File: config.mk
export PLATFORM = sky130hd
export DESIGN_NAME = serial_add_ctrl
export DESIGN_NICKNAME = d
export VERILOG_FILES = /design/src/rtl/serial_add_pkg.sv /design/src/rtl/full_adder.sv /design/src/rtl/serial_add_ctrl.sv
export SDC_FILE = /design/constraint.sdc
export NUM_CORES = 1
export LEC_CHECK = 0
export CAP_MARGIN = 25
export CORE_MARGIN = 4
export CORE_UTILIZATION = 48
export CTS_BUF_LIST = sky130_fd_sc_hd__clkbuf_16
export DETAILED_ROUTE_END_ITERATION = 10
export DONT_BUFFER_PORTS = 1
export PLACE_DENSITY = 0.72
export SETUP_SLACK_MARGIN = 0.15
export SYNTH_ARGS = -nofsm -noshare
export SYNTH_HDL_FRONTEND = slang
export SYNTH_HIERARCHICAL = 1
export SYNTH_SLANG_ARGS = --single-unit
File: constraint.sdc
create_clock -name clk -period 2.2 [get_ports clk]
set_clock_uncertainty 0.05 [all_clocks]
set_input_delay 0.11 -clock clk [delete_from_list [all_inputs] [get_ports clk]]
set_output_delay 0.11 -clock clk [all_outputs]
set_load 0.005 [all_outputs]
File: src/rtl/serial_add_pkg.sv
// Shared types and constants for the bit-serial add/subtract sequencer.
//   state_t          : sequencer FSM encoding (IDLE / RUN / DONE)
//   SERIAL_ADD_WIDTH : default operand/result width
package serial_add_pkg;

  localparam int unsigned SERIAL_ADD_WIDTH = 32;

  typedef enum logic [1:0] {
    IDLE = 2'd0,
    RUN  = 2'd1,
    DONE = 2'd2
  } state_t;

endpackage

File: src/rtl/full_adder.sv
// One-bit full-adder cell, purely combinational.
//   i_a, i_b : addend bits
//   i_ci     : carry in
//   o_s_c    : sum bit
//   o_co_c   : carry out
module full_adder (
  input  logic i_a,
  input  logic i_b,
  input  logic i_ci,
  output logic o_s_c,
  output logic o_co_c
);

  assign o_s_c  = i_a ^ i_b ^ i_ci;
  assign o_co_c = (i_a & i_b) | (i_ci & (i_a ^ i_b));

endmodule

File: src/rtl/serial_add_ctrl.sv
// Bit-serial add/subtract sequencer: one full_adder cell is reused over
// WIDTH cycles, LSB first. Operands enter on a start valid/ready handshake,
// the result leaves on a result valid/ready handshake.
//   clk, rst_n              : clock, async active-low reset
//   start_valid/start_ready : operand handshake (ready only in IDLE)
//   a, b, sub               : operands and op select (1 = a-b), sampled on accept
//   flush                   : synchronous abort of RUN/DONE
//   busy                    : high while bits are being processed
//   res_valid/res_ready     : result handshake (valid only in DONE)
//   sum, cout               : result and carry out (sub: 1 = no borrow)
//   ovf                     : signed overflow, only with SERIAL_ADD_CTRL_OVF_EN
module serial_add_ctrl
  import serial_add_pkg::*;
#(
  parameter int unsigned WIDTH = SERIAL_ADD_WIDTH
) (
  input  logic             clk,
  input  logic             rst_n,
  input  logic             start_valid,
  output logic             start_ready,
  input  logic [WIDTH-1:0] a,
  input  logic [WIDTH-1:0] b,
  input  logic             sub,
  input  logic             flush,
  output logic             busy,
  output logic             res_valid,
  input  logic             res_ready,
  output logic [WIDTH-1:0] sum,
  output logic             cout
`ifdef SERIAL_ADD_CTRL_OVF_EN
  ,
  output logic             ovf
`endif
);

  localparam int unsigned CNT_W = $clog2(WIDTH + 1);

  state_t             r_state;
  state_t             w_state_nxt;
  logic               r_start_ready;
  logic               r_busy;
  logic               r_res_valid;
  logic [WIDTH-1:0]   r_a_sh;
  logic [WIDTH-1:0]   r_b_sh;
  logic [WIDTH-2:0]   r_res_sh;
  logic               r_carry;
  logic [CNT_W-1:0]   r_count;
  logic [WIDTH-1:0]   r_sum;
  logic               r_cout;
  logic               w_accept;
  logic               w_step;
  logic               w_last;
  logic               w_fa_s;
  logic               w_fa_co;
  logic [WIDTH-1:0]   w_res_nxt;

  // Per-cycle adder cell
  full_adder u_fa (
    .i_a    (r_a_sh[0]),
    .i_b    (r_b_sh[0]),
    .i_ci   (r_carry),
    .o_s_c  (w_fa_s),
    .o_co_c (w_fa_co)
  );

  // New sum bit enters at the MSB; the low WIDTH-1 bits are already computed.
  assign w_res_nxt = {w_fa_s, r_res_sh};

  // Next-state and control strobes
  always_comb begin
    w_state_nxt = r_state;
    w_accept    = 1'b0;
    w_step      = 1'b0;
    w_last      = 1'b0;
    case (r_state)
      IDLE: begin
        if (start_valid && r_start_ready) begin
          w_accept    = 1'b1;
          w_state_nxt = RUN;
        end
      end
      RUN: begin
        if (flush) begin
          w_state_nxt = IDLE;
        end else begin
          w_step = 1'b1;
          if (r_count == CNT_W'(WIDTH - 1)) begin
            w_last      = 1'b1;
            w_state_nxt = DONE;
          end
        end
      end
      DONE: begin
        if (flush || res_ready) begin
          w_state_nxt = IDLE;
        end
      end
      default: begin
        w_state_nxt = IDLE;
      end
    endcase
  end

  // State register with registered handshake/status outputs
  always_ff @(posedge clk or negedge rst_n) begin
    if (!rst_n) begin
      r_state       <= IDLE;
      r_start_ready <= 1'b1;
      r_busy        <= 1'b0;
      r_res_valid   <= 1'b0;
    end else begin
      r_state       <= w_state_nxt;
      r_start_ready <= (w_state_nxt == IDLE);
      r_busy        <= (w_state_nxt == RUN);
      r_res_valid   <= (w_state_nxt == DONE);
    end
  end

  // Operand/result shift registers, carry flop and bit counter
  always_ff @(posedge clk or negedge rst_n) begin
    if (!rst_n) begin
      r_a_sh   <= '0;
      r_b_sh   <= '0;
      r_res_sh <= '0;
      r_carry  <= 1'b0;
      r_count  <= '0;
    end else if (w_accept) begin
      // Subtraction as a + ~b + 1: invert b and preset the carry.
      r_a_sh   <= a;
      r_b_sh   <= sub ? ~b : b;
      r_carry  <= sub;
      r_count  <= '0;
    end else if (w_step) begin
      r_a_sh   <= r_a_sh >> 1;
      r_b_sh   <= r_b_sh >> 1;
      r_res_sh <= w_res_nxt[WIDTH-1:1];
      r_carry  <= w_fa_co;
      r_count  <= r_count + CNT_W'(1);
    end
  end

  // Visible result, loaded only on entry to DONE and held otherwise
  always_ff @(posedge clk or negedge rst_n) begin
    if (!rst_n) begin
      r_sum  <= '0;
      r_cout <= 1'b0;
    end else if (w_last) begin
      r_sum  <= w_res_nxt;
      r_cout <= w_fa_co;
    end
  end

`ifdef SERIAL_ADD_CTRL_OVF_EN
  logic r_ovf;

  // In the last RUN cycle r_carry is the carry into bit WIDTH-1.
  always_ff @(posedge clk or negedge rst_n) begin
    if (!rst_n) begin
      r_ovf <= 1'b0;
    end else if (w_last) begin
      r_ovf <= r_carry ^ w_fa_co;
    end
  end

  assign ovf = r_ovf;
`endif

  assign start_ready = r_start_ready;
  assign busy        = r_busy;
  assign res_valid   = r_res_valid;
  assign sum         = r_sum;
  assign cout        = r_cout;

endmodule

==> out/qor.yml <==
global_route:
  grt_pass1_wl_mm: 22.2
  antenna_found_initial: 0
  grt_pass1_vias: 4528
  grt_max_degree: 141
  grt_overflow_total: 0
  track_usage_pct: 19.3
run_status:
  violations: "negative hold slack"
  status: "finished with violations"
clocking:
  numCtsBuffers: 17
  clock_latency_ns: 0.41
  h-tree-depth: 4
  hold_buffers: 67
  cts_tree: "built"
  cts_sinks: 140
  clk_pin_slew_ns: 0.06
  cts_resized: 0
  clockRootBuffer: "clkbuf_16"
  cts_buffer_depth: 2
critical_path:
  crit_type: "reg2reg"
  critPathArrivalTime_ns: 2.14
  cp_max_fo: 35
  startpoint: "r_state[1]"
  r2r-start: "r_state[1]"
  critical-path-slowest-cell: "dfrtp_1"
  end_kind: "flip-flop"
  path_buf_inv: 1
  crit_required_ns: 2.45
  cp.depth: 4
  slowest_delay_ns: 0.45
  crit_chain: "or3b_4 -> nor3_4 -> buf_12 -> mux2_2"
  critPathTopFamily: "simple AND/OR/NAND/NOR gates"
  critPathLaunchType: "flip-flop"
  reg2reg_depth: 4
route:
  vias: 4460
  drt_wl_total_mm: 13.1
  first_iter_violations: 432
  drtPass1Iterations: 5
  viasPerCell: 5.43
  antenna_left: 0
  wl_per_cell_um: 15.9
  drcViolationCount: 0
logic_synthesis:
  ys_warn_count: 6
  synth_area_sq_um: 6000
  yosysSeqAreaShare_pct: 58.4
  synth_cell_type_count: 34
  synthArstFlopShare_pct: 100
  syn_nets: 660
  synth.avg_cell_area_sq_um: 10.2
  ys_ff_latch: 140
  yosys_most_used_dff: "dfrtp_1"
  synth_edf_count: 0
  syn_inst: 588
sta:
  setup_viol: 0
  fmax_ghz: 0.528
  final_hold_viol_count: 140
  period_needed_ns: 1.89
  min_period_over_period_pct: 86.1
  whs_ns: -0.660
  rsz0062_at_grt: "no"
  slew_headroom_pct: 65.6
  tightest_slew_ns: 0.515
  drv_slew: 0
  finalSetupTns_ns: 0
floorplanning:
  die-width_um: 120
  die-area_sq_um: 14400
  core_sq_um: 12100
  rows: 40
  ios: 106
  die_y_um: 120
  initial_utilization_pct: 49.6
flow_run:
  drv_cap: 0
cells_and_area:
  syn_to_final_growth_pct: 23.6
  nFillCells: 973
  fin_nets: 713
  multiInputGateArea_sq_um: 2330
  seqCellArea_sq_um: 3500
  fin_util_pct: 61.3
  layout_common_cells: "nand2_1 (149), dfrtp_1 (139), a21oi_1 (85)"
  n_antenna_cell: 0
  drive_gt1_share_pct: 11.5
  final_common_cell: "nand2_1"
min_path:
  hp-class: "in2async"
pwr:
  peakVddDrop_v: 0.000717
  power_density_nw_per_um2: 1150
  p_leak_uw: 0.00347
placed_design:
  io_buffers: 0
  dp_hpwl_mm: 7.62
  routabilityCongestion: 0.801
[path summary, 6_finish.rpt]
kind / to / slack, ns
min: sum[6] / -0.66
max: sum[12] / 0.31
min in group clk: r_count[5] / 0.02
max reg2reg: sum[12] / 0.31
min reg2reg: r_res_sh[24] / 0.44
max in group asynchronous: start_ready / 2.55
[cell families (layout without fill, tap and decap cells)]
kind of cell	Yosys count	in the layout	share of synthesized area (%)
buf+inv	44	110	3.23
compound gates	123	123	12.4
fa+ha+maj	2	2	0.542
xor+xnor	33	33	4.81
mux	35	35	6.52
flops	140	140	58.4
simple gates	211	211	14.1
[final cells by class]
class | instances | share of cell area (%)
clock inverter | 15 | 2.02
clock buffer | 17 | 5.73
inverter | 1 | 0.0506
tap | 168 | 2.83
sequential | 140 | 47.2
timing repair buffer | 77 | 10.7
multi-input combinational | 404 | 31.4
[synthesized netlist by cell type (2+ instances only)]
| cell | instances | area share, % |
|---|---|---|
| dfrtp_1 | 139 | 58 |
| buf_2 | 5 | 0.42 |
| mux2i_1 | 2 | 0.33 |
| mux2_2 | 27 | 5.1 |
| mux2_1 | 6 | 1.1 |
| a22o_1 | 2 | 0.29 |
| o21bai_1 | 2 | 0.25 |
| buf_1 | 4 | 0.25 |
| clkbuf_1 | 31 | 1.9 |
| a221o_1 | 14 | 2.3 |
| buf_6 | 3 | 0.56 |
| nor2_1 | 49 | 3.1 |
| nand4_1 | 3 | 0.31 |
| o21ai_0 | 2 | 0.17 |
| nand2_1 | 149 | 9.3 |
| xnor2_1 | 32 | 4.7 |
| a21oi_1 | 85 | 7.1 |
| a22oi_1 | 17 | 2.1 |
[layer usage]
| metal | vias to the layer above | global-route usage [%] | share of wire [%] | wire, um |
|---|---|---|---|---|
| met2 | 158 | 31.5 | 49 | 6460 |
| li1 | 2093 | - | - | - |
| met4 | 0 | 7.59 | 1.9 | 247 |
| met3 | 22 | 5.09 | 5.7 | 750 |
| met5 | - | 0 | 0 | 0 |
| met1 | 2187 | 24.7 | 43 | 5600 |
[repair_timing]
action | 4_1_cts | 5_1_grt
endpoints found under the setup margin | 0 | 22
setup buffers | 0 | 1
hold endpoints to repair | 208 | 140
[metrics by stage]
| step | cells | total power [uW] | instance area, sq um | setup slack (ns) |
|---|---|---|---|---|
| detailed placement | 721 | 5680 | 6150 | 0.208 |
| CTS | 820 | 8590 | 7410 | 0.190 |
| global route | 822 | 9080 | 7420 | 0.200 |
| finish | 822 | 8530 | 7420 | 0.305 |
| floorplan | 588 | 5180 | 6000 | 0.279 |
| global placement | 721 | 5550 | 6150 | 0.255 |
[registers in the layout, summed over array words and instances, names as in the netlist]
| signal | count |
|---|---|
| r_a_sh | 32 |
| r_b_sh | 32 |
| sum | 32 |
| r_res_sh | 31 |
| r_count | 6 |
| r_state | 2 |
| busy | 1 |
| cout | 1 |
| r_carry | 1 |
| res_valid | 1 |
| start_ready | 1 |
[worst register-to-register path: stages (launching register included)]
cell and delay, ns:
dfrtp_1 0.45, or3b_4 0.45, nor3_4 0.21, buf_12 0.24, mux2_2 0.38
[power by group]
part           switching, uW  internal [uW]
sequential               484           3330
clock                   1080           1660
combinational           1080            893
No activity file was read; power rests on OpenSTA's default activity.
